<file path="src/rtl/func_bist_ctrl_if.sv">
// Signal bundle between the functional BIST sequencer, the 3-input function unit it exercises and its host.
// master: the sequencer itself; slave: the host/function-unit side.
interface func_bist_ctrl_if;
    logic       start;
    logic       func_a;
    logic       func_b;
    logic       func_c;
    logic       func_f;
    logic       busy;
    logic       done;
    logic [7:0] tt_out;
    logic [3:0] ones_count;
    logic       pass;
    logic       fail_valid;
    logic [2:0] fail_idx;

    modport master (
        input  start,
        input  func_f,
        output func_a,
        output func_b,
        output func_c,
        output busy,
        output done,
        output tt_out,
        output ones_count,
        output pass,
        output fail_valid,
        output fail_idx
    );

    modport slave (
        output start,
        output func_f,
        input  func_a,
        input  func_b,
        input  func_c,
        input  busy,
        input  done,
        input  tt_out,
        input  ones_count,
        input  pass,
        input  fail_valid,
        input  fail_idx
    );
endinterface

</file>
<file path="src/rtl/func_bist_ctrl.sv">
// Functional BIST sequencer: sweeps all 8 vectors through a 3-input function unit, captures its truth table
// and compares it with EXP_TT. Optional macro FUNC_BIST_STOP_ON_FAIL_EN aborts the sweep on the first mismatch.
module func_bist_ctrl #(
    parameter logic [3:0] SETTLE_CYCLES = 4'd1,
    parameter logic [7:0] EXP_TT        = 8'b0110_0001
) (
    input  logic              clk,
    input  logic              rst_n,
    func_bist_ctrl_if.master  bus
);

    typedef enum logic [1:0] {
        ST_IDLE   = 2'd0,
        ST_SETTLE = 2'd1,
        ST_SAMPLE = 2'd2,
        ST_DONE   = 2'd3
    } state_t;

    state_t      state_r;
    state_t      state_s;
    logic [2:0]  idx_r;
    logic [2:0]  idx_s;
    logic [3:0]  cnt_r;
    logic [3:0]  cnt_s;
    logic [7:0]  tt_r;
    logic [7:0]  tt_s;
    logic [3:0]  ones_r;
    logic [3:0]  ones_s;
    logic        pass_r;
    logic        pass_s;
    logic        fail_valid_r;
    logic        fail_valid_s;
    logic [2:0]  fail_idx_r;
    logic [2:0]  fail_idx_s;
    logic        busy_r;
    logic        busy_s;
    logic        done_r;
    logic        done_s;
    logic        mismatch_s;

    // Next-state and next-result logic for the sweep sequencer.
    always_comb begin
        state_s      = state_r;
        idx_s        = idx_r;
        cnt_s        = cnt_r;
        tt_s         = tt_r;
        ones_s       = ones_r;
        pass_s       = pass_r;
        fail_valid_s = fail_valid_r;
        fail_idx_s   = fail_idx_r;
        mismatch_s   = 1'b0;
        case (state_r)
            ST_IDLE: begin
                if (bus.start) begin
                    state_s      = ST_SETTLE;
                    idx_s        = 3'd0;
                    cnt_s        = SETTLE_CYCLES;
                    tt_s         = 8'd0;
                    ones_s       = 4'd0;
                    pass_s       = 1'b0;
                    fail_valid_s = 1'b0;
                    fail_idx_s   = 3'd0;
                end else begin
                    state_s = ST_IDLE;
                end
            end
            ST_SETTLE: begin
                if (cnt_r == 4'd0) begin
                    state_s = ST_SAMPLE;
                end else begin
                    cnt_s = cnt_r - 4'd1;
                end
            end
            ST_SAMPLE: begin
                mismatch_s = (bus.func_f != EXP_TT[idx_r]);
                if (mismatch_s && !fail_valid_r) begin
                    fail_valid_s = 1'b1;
                    fail_idx_s   = idx_r;
                end else begin
                    fail_valid_s = fail_valid_r;
                end
`ifdef FUNC_BIST_STOP_ON_FAIL_EN
                // The aborting vector is reported through fail_idx only; the table keeps the vectors that matched.
                if (mismatch_s) begin
                    state_s = ST_DONE;
                end else begin
                    tt_s[idx_r] = bus.func_f;
                    ones_s      = ones_r + {3'b000, bus.func_f};
                    if (idx_r == 3'd7) begin
                        state_s = ST_DONE;
                    end else begin
                        idx_s   = idx_r + 3'd1;
                        cnt_s   = SETTLE_CYCLES;
                        state_s = ST_SETTLE;
                    end
                end
`else
                tt_s[idx_r] = bus.func_f;
                ones_s      = ones_r + {3'b000, bus.func_f};
                if (idx_r == 3'd7) begin
                    state_s = ST_DONE;
                end else begin
                    idx_s   = idx_r + 3'd1;
                    cnt_s   = SETTLE_CYCLES;
                    state_s = ST_SETTLE;
                end
`endif
            end
            ST_DONE: begin
                pass_s  = (tt_r == EXP_TT) && !fail_valid_r;
                state_s = ST_IDLE;
            end
            default: begin
                state_s = ST_IDLE;
            end
        endcase
        busy_s = (state_s == ST_SETTLE) || (state_s == ST_SAMPLE);
        done_s = (state_s == ST_DONE);
    end

    // State and result registers; outputs are taken straight from these.
    always_ff @(posedge clk or negedge rst_n) begin
        if (!rst_n) begin
            state_r      <= ST_IDLE;
            idx_r        <= 3'd0;
            cnt_r        <= 4'd0;
            tt_r         <= 8'd0;
            ones_r       <= 4'd0;
            pass_r       <= 1'b0;
            fail_valid_r <= 1'b0;
            fail_idx_r   <= 3'd0;
            busy_r       <= 1'b0;
            done_r       <= 1'b0;
        end else begin
            state_r      <= state_s;
            idx_r        <= idx_s;
            cnt_r        <= cnt_s;
            tt_r         <= tt_s;
            ones_r       <= ones_s;
            pass_r       <= pass_s;
            fail_valid_r <= fail_valid_s;
            fail_idx_r   <= fail_idx_s;
            busy_r       <= busy_s;
            done_r       <= done_s;
        end
    end

    assign bus.func_a     = idx_r[2];
    assign bus.func_b     = idx_r[1];
    assign bus.func_c     = idx_r[0];
    assign bus.busy       = busy_r;
    assign bus.done       = done_r;
    assign bus.tt_out     = tt_r;
    assign bus.ones_count = ones_r;
    assign bus.pass       = pass_r;
    assign bus.fail_valid = fail_valid_r;
    assign bus.fail_idx   = fail_idx_r;

endmodule

</file>
<file path="src/flat_wrapper.sv">
// flat-port wrapper written by rule: the top's interface ports become plain ports
module func_bist_ctrl_flat 
#(
    parameter logic [3:0] SETTLE_CYCLES = 4'd1,
    parameter logic [7:0] EXP_TT        = 8'b0110_0001
)
  (clk, rst_n, bus_start, bus_func_f, bus_func_a, bus_func_b, bus_func_c, bus_busy, bus_done, bus_tt_out, bus_ones_count, bus_pass, bus_fail_valid, bus_fail_idx);
  func_bist_ctrl_if bus_i ();
  input  logic clk;
  input  logic rst_n;
  input wire logic [$bits(bus_i.start)-1:0] bus_start;
  input wire logic [$bits(bus_i.func_f)-1:0] bus_func_f;
  output wire logic [$bits(bus_i.func_a)-1:0] bus_func_a;
  output wire logic [$bits(bus_i.func_b)-1:0] bus_func_b;
  output wire logic [$bits(bus_i.func_c)-1:0] bus_func_c;
  output wire logic [$bits(bus_i.busy)-1:0] bus_busy;
  output wire logic [$bits(bus_i.done)-1:0] bus_done;
  output wire logic [$bits(bus_i.tt_out)-1:0] bus_tt_out;
  output wire logic [$bits(bus_i.ones_count)-1:0] bus_ones_count;
  output wire logic [$bits(bus_i.pass)-1:0] bus_pass;
  output wire logic [$bits(bus_i.fail_valid)-1:0] bus_fail_valid;
  output wire logic [$bits(bus_i.fail_idx)-1:0] bus_fail_idx;
  assign bus_i.start = bus_start;
  assign bus_i.func_f = bus_func_f;
  assign bus_func_a = bus_i.func_a;
  assign bus_func_b = bus_i.func_b;
  assign bus_func_c = bus_i.func_c;
  assign bus_busy = bus_i.busy;
  assign bus_done = bus_i.done;
  assign bus_tt_out = bus_i.tt_out;
  assign bus_ones_count = bus_i.ones_count;
  assign bus_pass = bus_i.pass;
  assign bus_fail_valid = bus_i.fail_valid;
  assign bus_fail_idx = bus_i.fail_idx;
  func_bist_ctrl #(.SETTLE_CYCLES(SETTLE_CYCLES), .EXP_TT(EXP_TT)) u_core (.clk(clk), .rst_n(rst_n), .bus(bus_i));
endmodule
</file>
<file path="config.mk">
export PLATFORM = sky130hd
export DESIGN_NAME = func_bist_ctrl_flat
export DESIGN_NICKNAME = d
export VERILOG_FILES = /design/src/rtl/func_bist_ctrl_if.sv /design/src/rtl/func_bist_ctrl.sv /design/src/flat_wrapper.sv
export SDC_FILE = /design/constraint.sdc
export NUM_CORES = 1
export LEC_CHECK = 0
export BUFFER_PORTS_ARGS = -buffer_cell sky130_fd_sc_hd__buf_2
export CORE_ASPECT_RATIO = 0.75
export CORE_UTILIZATION = 54
export CTS_CLUSTER_DIAMETER = 60
export DETAILED_ROUTE_END_ITERATION = 8
export PLACE_DENSITY = 0.78
export SLEW_MARGIN = 15
export SYNTH_ARGS = -nofsm -noshare
export SYNTH_HDL_FRONTEND = slang
export SYNTH_SLANG_ARGS = --single-unit
</file>
<file path="constraint.sdc">
create_clock -name clk -period 2.4 [get_ports clk]
set_input_delay 0.36 -clock clk [delete_from_list [all_inputs] [get_ports clk]]
set_output_delay 0.36 -clock clk [all_outputs]
set_load 0.01 [all_outputs]
</file>
==> results.yml, run 1 <==
synth:
  synth_warnings: 0
  synth.most_common_cell: "dfrtp_1"
  synthesis.nets: 150
  syn_area_mm2: 0.00143
  ys_ff_latch: 28
  synth.area.top_cells: "dfrtp_1, mux2i_1, ha_1"
  synth_common_cells: "dfrtp_1, nand2_1, mux2i_1, inv_1, ha_1"
  syn_area_per_cell_um2: 10.4
  synth_ff_type: "dfrtp_1"
  yosysTopAreaCell: "dfrtp_1"
  synth_edf_count: 0
  synthMuxAreaShare_pct: 9.77
  yosys.area_share.simple_pct: 17.9
  synth_top_family_by_area: "simple AND/OR/NAND/NOR gates"
  async_reset_ff_share_pct: 100
  synth_seq_area_share_pct: 48.9
  synth_cells: 138
  synth_compound_area_share_pct: 12.0
  synth-adder-area-share_pct: 6.98
  yosysTopAreaCellShare_pct: 48.9
  synth_xor_xnor_area_share_pct: 0
  yosysUniqueCellTypes: 30
grt:
  grt_max_degree: 29
  antenna_found_initial: 0
  grt_pass1_wl_mm: 5.14
  grt_usage_pct: 25.6
  grt_remaining_overflow: 0
  grt_pass1_vias: 1059
power_and_ir_drop:
  p_total_mw: 1.57
  power.clock.fraction_pct: 19.9
  netSwitchingPower_mw: 0.585
  power_frac_seq_pct: 44.3
  p_leak_nw: 0.875
  internal_power_mw: 0.982
  switching_share_pct: 37.3
  comb_power_share_pct: 35.8
  pwr_density_cell_mw_per_mm2: 959
  vdd.ir_drop.worst_mv: 0.635
layout:
  finalInstanceArea_mm2: 0.00164
  layout-drive-gt1-share_pct: 20.5
  nFillCells: 211
  fin_util_pct: 68.1
  syn_to_final_growth_pct: 14.0
  fin_nets: 174
  antennaDiodeCount: 0
cts:
  path_clk_slew_ns: 0.16
  clock_sinks: 28
  cts_hold_buffers: 0
  cts_resized: 0
  numCtsBuffers: 3
  cts_tree: "yes"
  insertion_delay_ns: 0.34
  root_buffer: "clkbuf_4"
  ctsLongestPathBuffers: 2
  cts_max_level: 1
  cts_setup_buffers: 0
place:
  placed_cell_area_mm2: 0.00158
  hpwl_mm: 2.28
  place.gp.congestion: 0.791
  dpl_worst_slack_ns: 0.466
  portBuffers: 25
critical_path:
  crit_arrival_ns: 2.27
  worstPathRequired_ns: 2.66
  cp-start-kind: "flop"
  critPathMaxFanout: 10
  reg2regPathDepth: 5
  end_kind: "flop"
  crit_type: "reg -> reg"
run_status:
  outcome: "completed"
timing:
  fin_worst_skew_ns: 0.0153
  tns_ns: 0
  finalWorstSetupSlack_ns: 0.388
  hold_viol: 0
  period_needed_ns: 2.01
  drv_slew: 0
  maxSlewHeadroom_pct: 58.2
  tightest_slew_ns: 0.627
  max_freq_ghz: 0.497
  min_period_over_period_pct: 83.8
  setup_viol: 0
  grt_setup_unrepaired: "false"
routing:
  drt-initial-drc-count: 30
  detail-route-antenna-nets: 0
  wl_met3_um: 228
  met2_length_mm: 1.39
  vias: 1169
  drc: 0
  viasPerCell: 5.99
  topRoutingLayerUsed: "met4"
  m1WireLength_mm: 1.49
  wirelength_mm: 3.12
  avgRoutedWirePerCell_um: 16.0
  dr.pass1.iters: 4
floorplan:
  dieArea_mm2: 0.00287
  core_area_mm2: 0.00240
  die_x_um: 61.5
  io_pins: 26
  die_height_um: 46.6
  rows: 15
  initial_core_util_pct: 59.7
worst_hold_path:
  hold_path.class: "in -> async"
flow_run:
  maxCapViolCount: 0
## cell usage in the layout (no fill, tap or decap), drive strengths merged, types with 2 or more instances in the layout
cell / netlist / final
a21oi: 4 / 4
nor3: 4 / 4
clkbuf: 7 / 3
inv: 10 / 10
nor2b: 2 / 2
buf: 0 / 26
mux2i: 14 / 14
a22o: 3 / 3
o21ai: 5 / 5
nand2: 17 / 17
nor2: 2 / 2
o22ai: 3 / 3
nand4: 4 / 4
dfrtp: 28 / 28
nor3b: 5 / 5
nor4b: 2 / 2
nand3: 6 / 6
a22oi: 2 / 2
ha: 8 / 8
## state kept, by name (all words and copies together) (netlist names)
signal	cells
u_core.bus.busy	1
u_core.bus.done	1
u_core.bus.fail_idx	3
u_core.bus.fail_valid	1
u_core.bus.ones_count	4
u_core.bus.pass	1
u_core.bus.tt_out	8
u_core.cnt_r	4
u_core.idx_r	3
u_core.state_r	2
## cells by family after synthesis
| logic type | after synthesis |
|---|---|
| buffers and inverters | 17 |
| AO/OA/AOI/OAI | 24 |
| flip-flops | 28 |
| AND/OR/NAND/NOR | 47 |
| multiplexers | 14 |
| adder cells (fa/ha/maj) | 8 |
## worst paths after layout
check	start	endpoint	slack, ns
setup / recovery	u_core.idx_r[0]	u_core.bus.fail_idx[1]	0.39
min in group clk	bus_func_f	u_core.bus.ones_count[0]	0.41
hold reg to reg	u_core.bus.tt_out[1]	u_core.bus.pass	0.51
max in group asynchronous	rst_n	u_core.bus.tt_out[1]	1.98
setup reg to reg	u_core.idx_r[0]	u_core.bus.fail_idx[1]	0.39
hold / removal	rst_n	u_core.cnt_r[0]	0.009
## critical path: stages, from the launching register on
cell and delay [ns]:
dfrtp_1 0.55, inv_1 0.13, ha_1 0.34, mux2i_1 0.20, mux2i_1 0.47, mux2i_1 0.24
## layout make-up
cell class	count	area (um^2)	share of cell area (%)
sequential	28	701	42.8
multi-input combinational	93	669	40.9
timing repair buffer	26	133	8.11
tap	34	42.5	2.60
inverter	10	37.5	2.30
clock inverter	1	30.0	1.84
clock buffer	3	22.5	1.38
## power groups by stage
| stage | Sequential, mW | Combinational, mW | Clock, mW |
|---|---|---|---|
| finish | 0.694 | 0.561 | 0.312 |
| global route | 0.712 | 0.634 | 0.332 |
| floorplan | 0.669 | 0.414 | 0 |
| global placement | 0.690 | 0.526 | 0 |
| detailed placement | 0.702 | 0.557 | 0 |
| CTS | 0.692 | 0.560 | 0.320 |
## routing by layer
layer,vias to the layer above,track usage [%]
li1,540,-
met1,578,38.4
met2,47,36.1
met3,4,7.58
met4,0,5.33
met5,-,0
## stage by stage
step	hold WS [ns]	std cells
detailed placement	0.409	191
global route	0.0595	195
finish	0.00948	195
global placement	0.399	191
CTS	0.0228	195
floorplan	0.0644	138
(Power assumes the default switching activity.)
==> run 2, diff against run 1 <==
--- a/config.mk
+++ b/config.mk
@@ -7,10 +7,10 @@
 export LEC_CHECK = 0
 export BUFFER_PORTS_ARGS = -buffer_cell sky130_fd_sc_hd__buf_2
 export CORE_ASPECT_RATIO = 0.75
-export CORE_UTILIZATION = 54
+export CORE_UTILIZATION = 49
 export CTS_CLUSTER_DIAMETER = 60
 export DETAILED_ROUTE_END_ITERATION = 8
-export PLACE_DENSITY = 0.78
+export PLACE_DENSITY = 0.74
 export SLEW_MARGIN = 15
 export SYNTH_ARGS = -nofsm -noshare
 export SYNTH_HDL_FRONTEND = slang
==> constraint.sdc (replaced) <==
create_clock -name clk -period 1.8 [get_ports clk]
set_input_delay 0.27 -clock clk [delete_from_list [all_inputs] [get_ports clk]]
set_output_delay 0.27 -clock clk [all_outputs]
set_load 0.01 [all_outputs]
==> results.yml, run 2 (synthesized netlist as in run 1, its figures left out) <==
timing:
  maxSlewHeadroom_pct: 59.6
  hold_slack_ns: -0.0112
  hold_viol: 22
  drv_slew: 0
  tightest_slew_ns: 0.606
  max_freq_ghz: 0.572
  setup_viol: 0
  min_period_over_period_pct: 97.2
  finalWorstSetupSlack_ns: 0.0505
  fin_worst_skew_ns: 0.00477
  period_needed_ns: 1.75
worst_hold_path:
  hold_path.class: "in -> async"
run_status:
  violations: "negative hold slack"
  outcome: "finished, violations left"
cts:
  insertion_delay_ns: 0.28
  clock_sinks: 28
  numCtsBuffers: 3
  root_buffer: "clkbuf_8"
  cts_hold_buffers: 0
  cts_max_level: 1
  path_clk_slew_ns: 0.09
  cts_tree: "yes"
  ctsLongestPathBuffers: 2
floorplan:
  die_x_um: 64.5
  dieArea_mm2: 0.00315
  die_height_um: 48.8
  io_pins: 26
  initial_core_util_pct: 53.5
  core_area_mm2: 0.00268
  rows: 16
place:
  hpwl_mm: 2.28
  place.gp.congestion: 0.833
  portBuffers: 25
  dpl_worst_slack_ns: 0.0303
routing:
  drt-initial-drc-count: 40
  drc: 0
  avgRoutedWirePerCell_um: 15.3
  vias: 1155
  detail-route-antenna-nets: 0
  wirelength_mm: 3.08
  dr.pass1.iters: 4
  viasPerCell: 5.72
layout:
  fin_nets: 179
  layout_commonest_cell: "dfrtp_1"
  nFillCells: 233
  layout-drive-gt1-share_pct: 24.7
  syn_to_final_growth_pct: 17.6
  largest_reg_flops: 8
  fin_util_pct: 62.9
  multi_input_area_um2: 677
  antennaDiodeCount: 0
  mostFrequentLayoutCells: "dfrtp_1, buf_2, nand2_1"
  seqCellArea_um2: 702
critical_path:
  cp_slowest_cell: "or4b_4"
  r2r_start: "u_core.bus.tt_out[2]"
  end_kind: "flop"
  crit_chain: "or4b_4 -> or4_1 -> o41ai_2"
  cp_slowest_stage_delay_ns: 0.54
  crit_type: "reg -> reg"
  crit_arrival_ns: 1.93
  cp-start-kind: "flop"
  critPathLaunch: "u_core.bus.tt_out[2]"
  critPathMaxFanout: 3
  worstPathRequired_ns: 1.98
grt:
  grt_remaining_overflow: 0
  grt_pass1_wl_mm: 5.22
  antenna_found_initial: 0
  grt_usage_pct: 22.2
  grt_max_degree: 29
  grt_pass1_vias: 1079
flow_run:
  maxCapViolCount: 0
power_and_ir_drop:
  netSwitchingPower_mw: 0.781
  power_frac_seq_pct: 43.9
  comb_power_share_pct: 37.7
  p_leak_nw: 0.901
  power.clock.fraction_pct: 18.4
  vdd.ir_drop.worst_mv: 0.570
  switching_share_pct: 37.3
  internal_power_mw: 1.31
  pwr_density_cell_mw_per_mm2: 1240
-- run 2: changes by cell type in the layout (fill, tap and decap cells not counted) --
cell       change
bufinv_16      -1
dfrtp_2        +1
clkbuf_4       -3
mux2i_2        +1
or4b_1         -1
or4b_4         +1
mux2i_1        -1
clkbuf_8       +4
dfrtp_1        -1
buf_4          +5
-- run 2: per-stage QoR --
stage	cell area (um^2)	instances	hold slack, ns	TNS (ns)	power [mW]
2_1_floorplan	1440	138	-0.0256	0	1.45
3_3_place_gp	1620	197	0.311	0	1.65
3_5_place_dp	1620	197	0.322	0	1.70
4_1_cts	1670	201	0.0146	0	2.09
5_1_grt	1690	202	0.0408	-0.0354	2.23
6_report	1690	202	-0.0112	0	2.09
-- run 2: power by group through the flow --
stage	registers (mW)	logic (mW)	clock network, mW
final	0.918	0.789	0.384
after floorplan	0.892	0.558	0
after CTS	0.911	0.786	0.396
after detailed placement	0.919	0.785	0
after global placement	0.909	0.746	0
after global routing	0.940	0.873	0.419
-- run 2: path summary, 6_finish.rpt --
kind	end	slack [ns]	cells after the start
hold reg to reg	u_core.bus.pass	0.51	1
setup / recovery	u_core.bus.pass	0.05	3
min in group clk	u_core.bus.ones_count[0]	0.40	3
max in group asynchronous	u_core.idx_r[0]	1.38	1
hold / removal	u_core.bus.fail_valid	-0.01	1
setup reg to reg	u_core.bus.pass	0.05	3
-- run 2: what timing repair did --
item                       in CTS  in global routing
resized for setup               0                  2
buffers inserted                0                  1
setup endpoints to repair       0                  4
-- run 2: worst max-delay path, delay by kind of cell (launching register included) --
kind            cells  cell delay (ns)
simple gates        2             1.04
flops               1             0.41
compound gates      1             0.21
-- run 2: routing by layer --
metal / part of all wire [%] / global-route usage (%) / vias to the layer above
li1: - / - / 551
met1: 49 / 32.0 / 562
met2: 43 / 32.3 / 36
met3: 6.0 / 5.61 / 6
met4: 1.5 / 7.78 / 0
met5: 0 / 0 / -
-- run 2: layout make-up --
type                    count  area share [%]
flip-flops and latches     28            41.6
multi-input cells          93            40.1
repair buffers             31            10.1
clock buffers               4            3.26
well taps                  36            2.67
inverters                  10            2.23
==> run 3, diff against run 2 <==
--- a/config.mk
+++ b/config.mk
@@ -7,7 +7,9 @@
 export LEC_CHECK = 0
 export BUFFER_PORTS_ARGS = -buffer_cell sky130_fd_sc_hd__buf_2
 export CORE_ASPECT_RATIO = 0.75
+export CORE_MARGIN = 4
 export CORE_UTILIZATION = 49
+export CTS_BUF_LIST = sky130_fd_sc_hd__clkbuf_4 sky130_fd_sc_hd__clkbuf_8 sky130_fd_sc_hd__clkbuf_16
 export CTS_CLUSTER_DIAMETER = 60
 export DETAILED_ROUTE_END_ITERATION = 8
 export PLACE_DENSITY = 0.74
==> results.yml, run 3 (synthesized netlist as in run 1, its figures left out) <==
run_status:
  outcome: "finished, violations left"
  violations: "negative hold slack"
layout:
  fin_util_pct: 63.7
  layout_commonest_cell: "dfrtp_1"
  stdcell_count: 205
  mostFrequentLayoutCells: "dfrtp_1, buf_2, nand2_1"
  largest_reg_flops: 8
  fin_nets: 182
  layout-drive-gt1-share_pct: 24.9
  finalInstanceArea_mm2: 0.00172
  syn_to_final_growth_pct: 20.0
  antennaDiodeCount: 0
routing:
  vias: 1174
  avgRoutedWirePerCell_um: 15.0
  viasPerCell: 5.73
  wirelength_mm: 3.08
  detail-route-antenna-nets: 0
  dr.pass1.iters: 4
  drt-initial-drc-count: 85
  drc: 0
grt:
  grt_usage_pct: 17.8
  grt_remaining_overflow: 0
  gr-usage-met1_pct: 22.2
  grt_pass1_wl_mm: 5.26
  use_met3_pct: 5.32
  grt_max_degree: 29
  grt.busiest_layer: "met2"
  grt_use_met2_pct: 30.7
  antenna_found_initial: 0
  grt_pass1_vias: 1145
timing:
  finalWorstSetupSlack_ns: 0.0691
  hold_slack_ns: -0.00939
  tightest_slew_ns: 0.603
  hold_viol: 13
  tns_ns: 0
  maxSlewHeadroom_pct: 59.8
  drv_slew: 0
  setup_viol: 0
  period_needed_ns: 1.73
  max_freq_ghz: 0.578
  min_period_over_period_pct: 96.2
  fin_worst_skew_ns: 0.00808
worst_hold_path:
  hold_path.class: "in -> async"
floorplan:
  core_area_mm2: 0.00270
  die_x_um: 70.5
  rows: 16
  die_height_um: 54.8
  initial_core_util_pct: 53.1
  io_pins: 26
  dieArea_mm2: 0.00386
critical_path:
  crit_type: "reg -> reg"
  critPathMaxFanout: 3
  worstPathRequired_ns: 1.98
  end_kind: "flop"
  crit_arrival_ns: 1.91
  cp-start-kind: "flop"
cts:
  cts_max_level: 1
  clock_sinks: 28
  path_clk_slew_ns: 0.09
  cts_tree: "yes"
  cts_resized: 0
  insertion_delay_ns: 0.27
  numCtsBuffers: 3
  ctsLongestPathBuffers: 2
  root_buffer: "clkbuf_8"
place:
  placed_cell_area_mm2: 0.00162
  place_inst: 197
  portBuffers: 25
  place.gp.congestion: 0.903
  dpl_worst_slack_ns: 0.0737
  hpwl_mm: 2.27
power_and_ir_drop:
  p_leak_nw: 0.923
  pwr_density_cell_mw_per_mm2: 1290
  vdd.ir_drop.worst_mv: 0.611
  p_total_mw: 2.21
flow_run:
  maxCapViolCount: 0
## run 3: cell count changes in the layout (fill, tap and decap cells not counted)
cell,before,now
or4b_1,0,1
clkbuf_8,4,3
dfrtp_1,27,28
buf_4,6,9
bufinv_16,0,1
or4b_4,1,0
dfrtp_2,1,0
## run 3: final cells by class
| type | count | area (um^2) |
|---|---|---|
| flip-flops and latches | 28 | 701 |
| fillers | 227 | 982 |
| multi-input cells | 93 | 673 |
| well taps | 36 | 45.0 |
| clock inverters | 1 | 30.0 |
| inverters | 10 | 37.5 |
| repair buffers | 34 | 193 |
| clock buffers | 3 | 41.3 |
## run 3: what timing repair did
item / in CTS / in global routing
hold buffers: 0 / 0
endpoints found under the setup margin: 0 / 3
setup buffers: 0 / 4
endpoints found under the hold margin: 0 / 0
## run 3: path summary, 6_finish.rpt
kind | startpoint | to | slack, ns | cells past startpoint
setup / recovery | u_core.bus.tt_out[2] | u_core.bus.pass | 0.07 | 3
hold / removal | rst_n | u_core.bus.tt_out[0] | -0.009 | 1
setup reg to reg | u_core.bus.tt_out[2] | u_core.bus.pass | 0.07 | 3
hold reg to reg | u_core.bus.tt_out[3] | u_core.bus.pass | 0.51 | 1
max in group asynchronous | rst_n | u_core.cnt_r[0] | 1.40 | 1
min in group clk | bus_start | u_core.state_r[0] | 0.40 | 3
## run 3: critical path, stage by stage, from the launching register on
cell and delay [ns]:
dfrtp_1 0.40, or4b_1 0.54, or4_1 0.50, o41ai_2 0.20
## run 3: power breakdown
group	leakage, nW	internal (mW)	total, mW	switching, mW
Combinational	0.510	0.375	0.813	0.439
Clock	0.0357	0.298	0.485	0.188
Sequential	0.377	0.760	0.914	0.154
Total	0.923	1.43	2.21	0.780
## run 3: metal layers
| metal | vias to the layer above | share of wire, % |
|---|---|---|
| met2 | 40 | 45 |
| met4 | 0 | 0.55 |
| li1 | 552 | - |
| met1 | 578 | 47 |
| met3 | 4 | 6.6 |
| met5 | - | 0 |
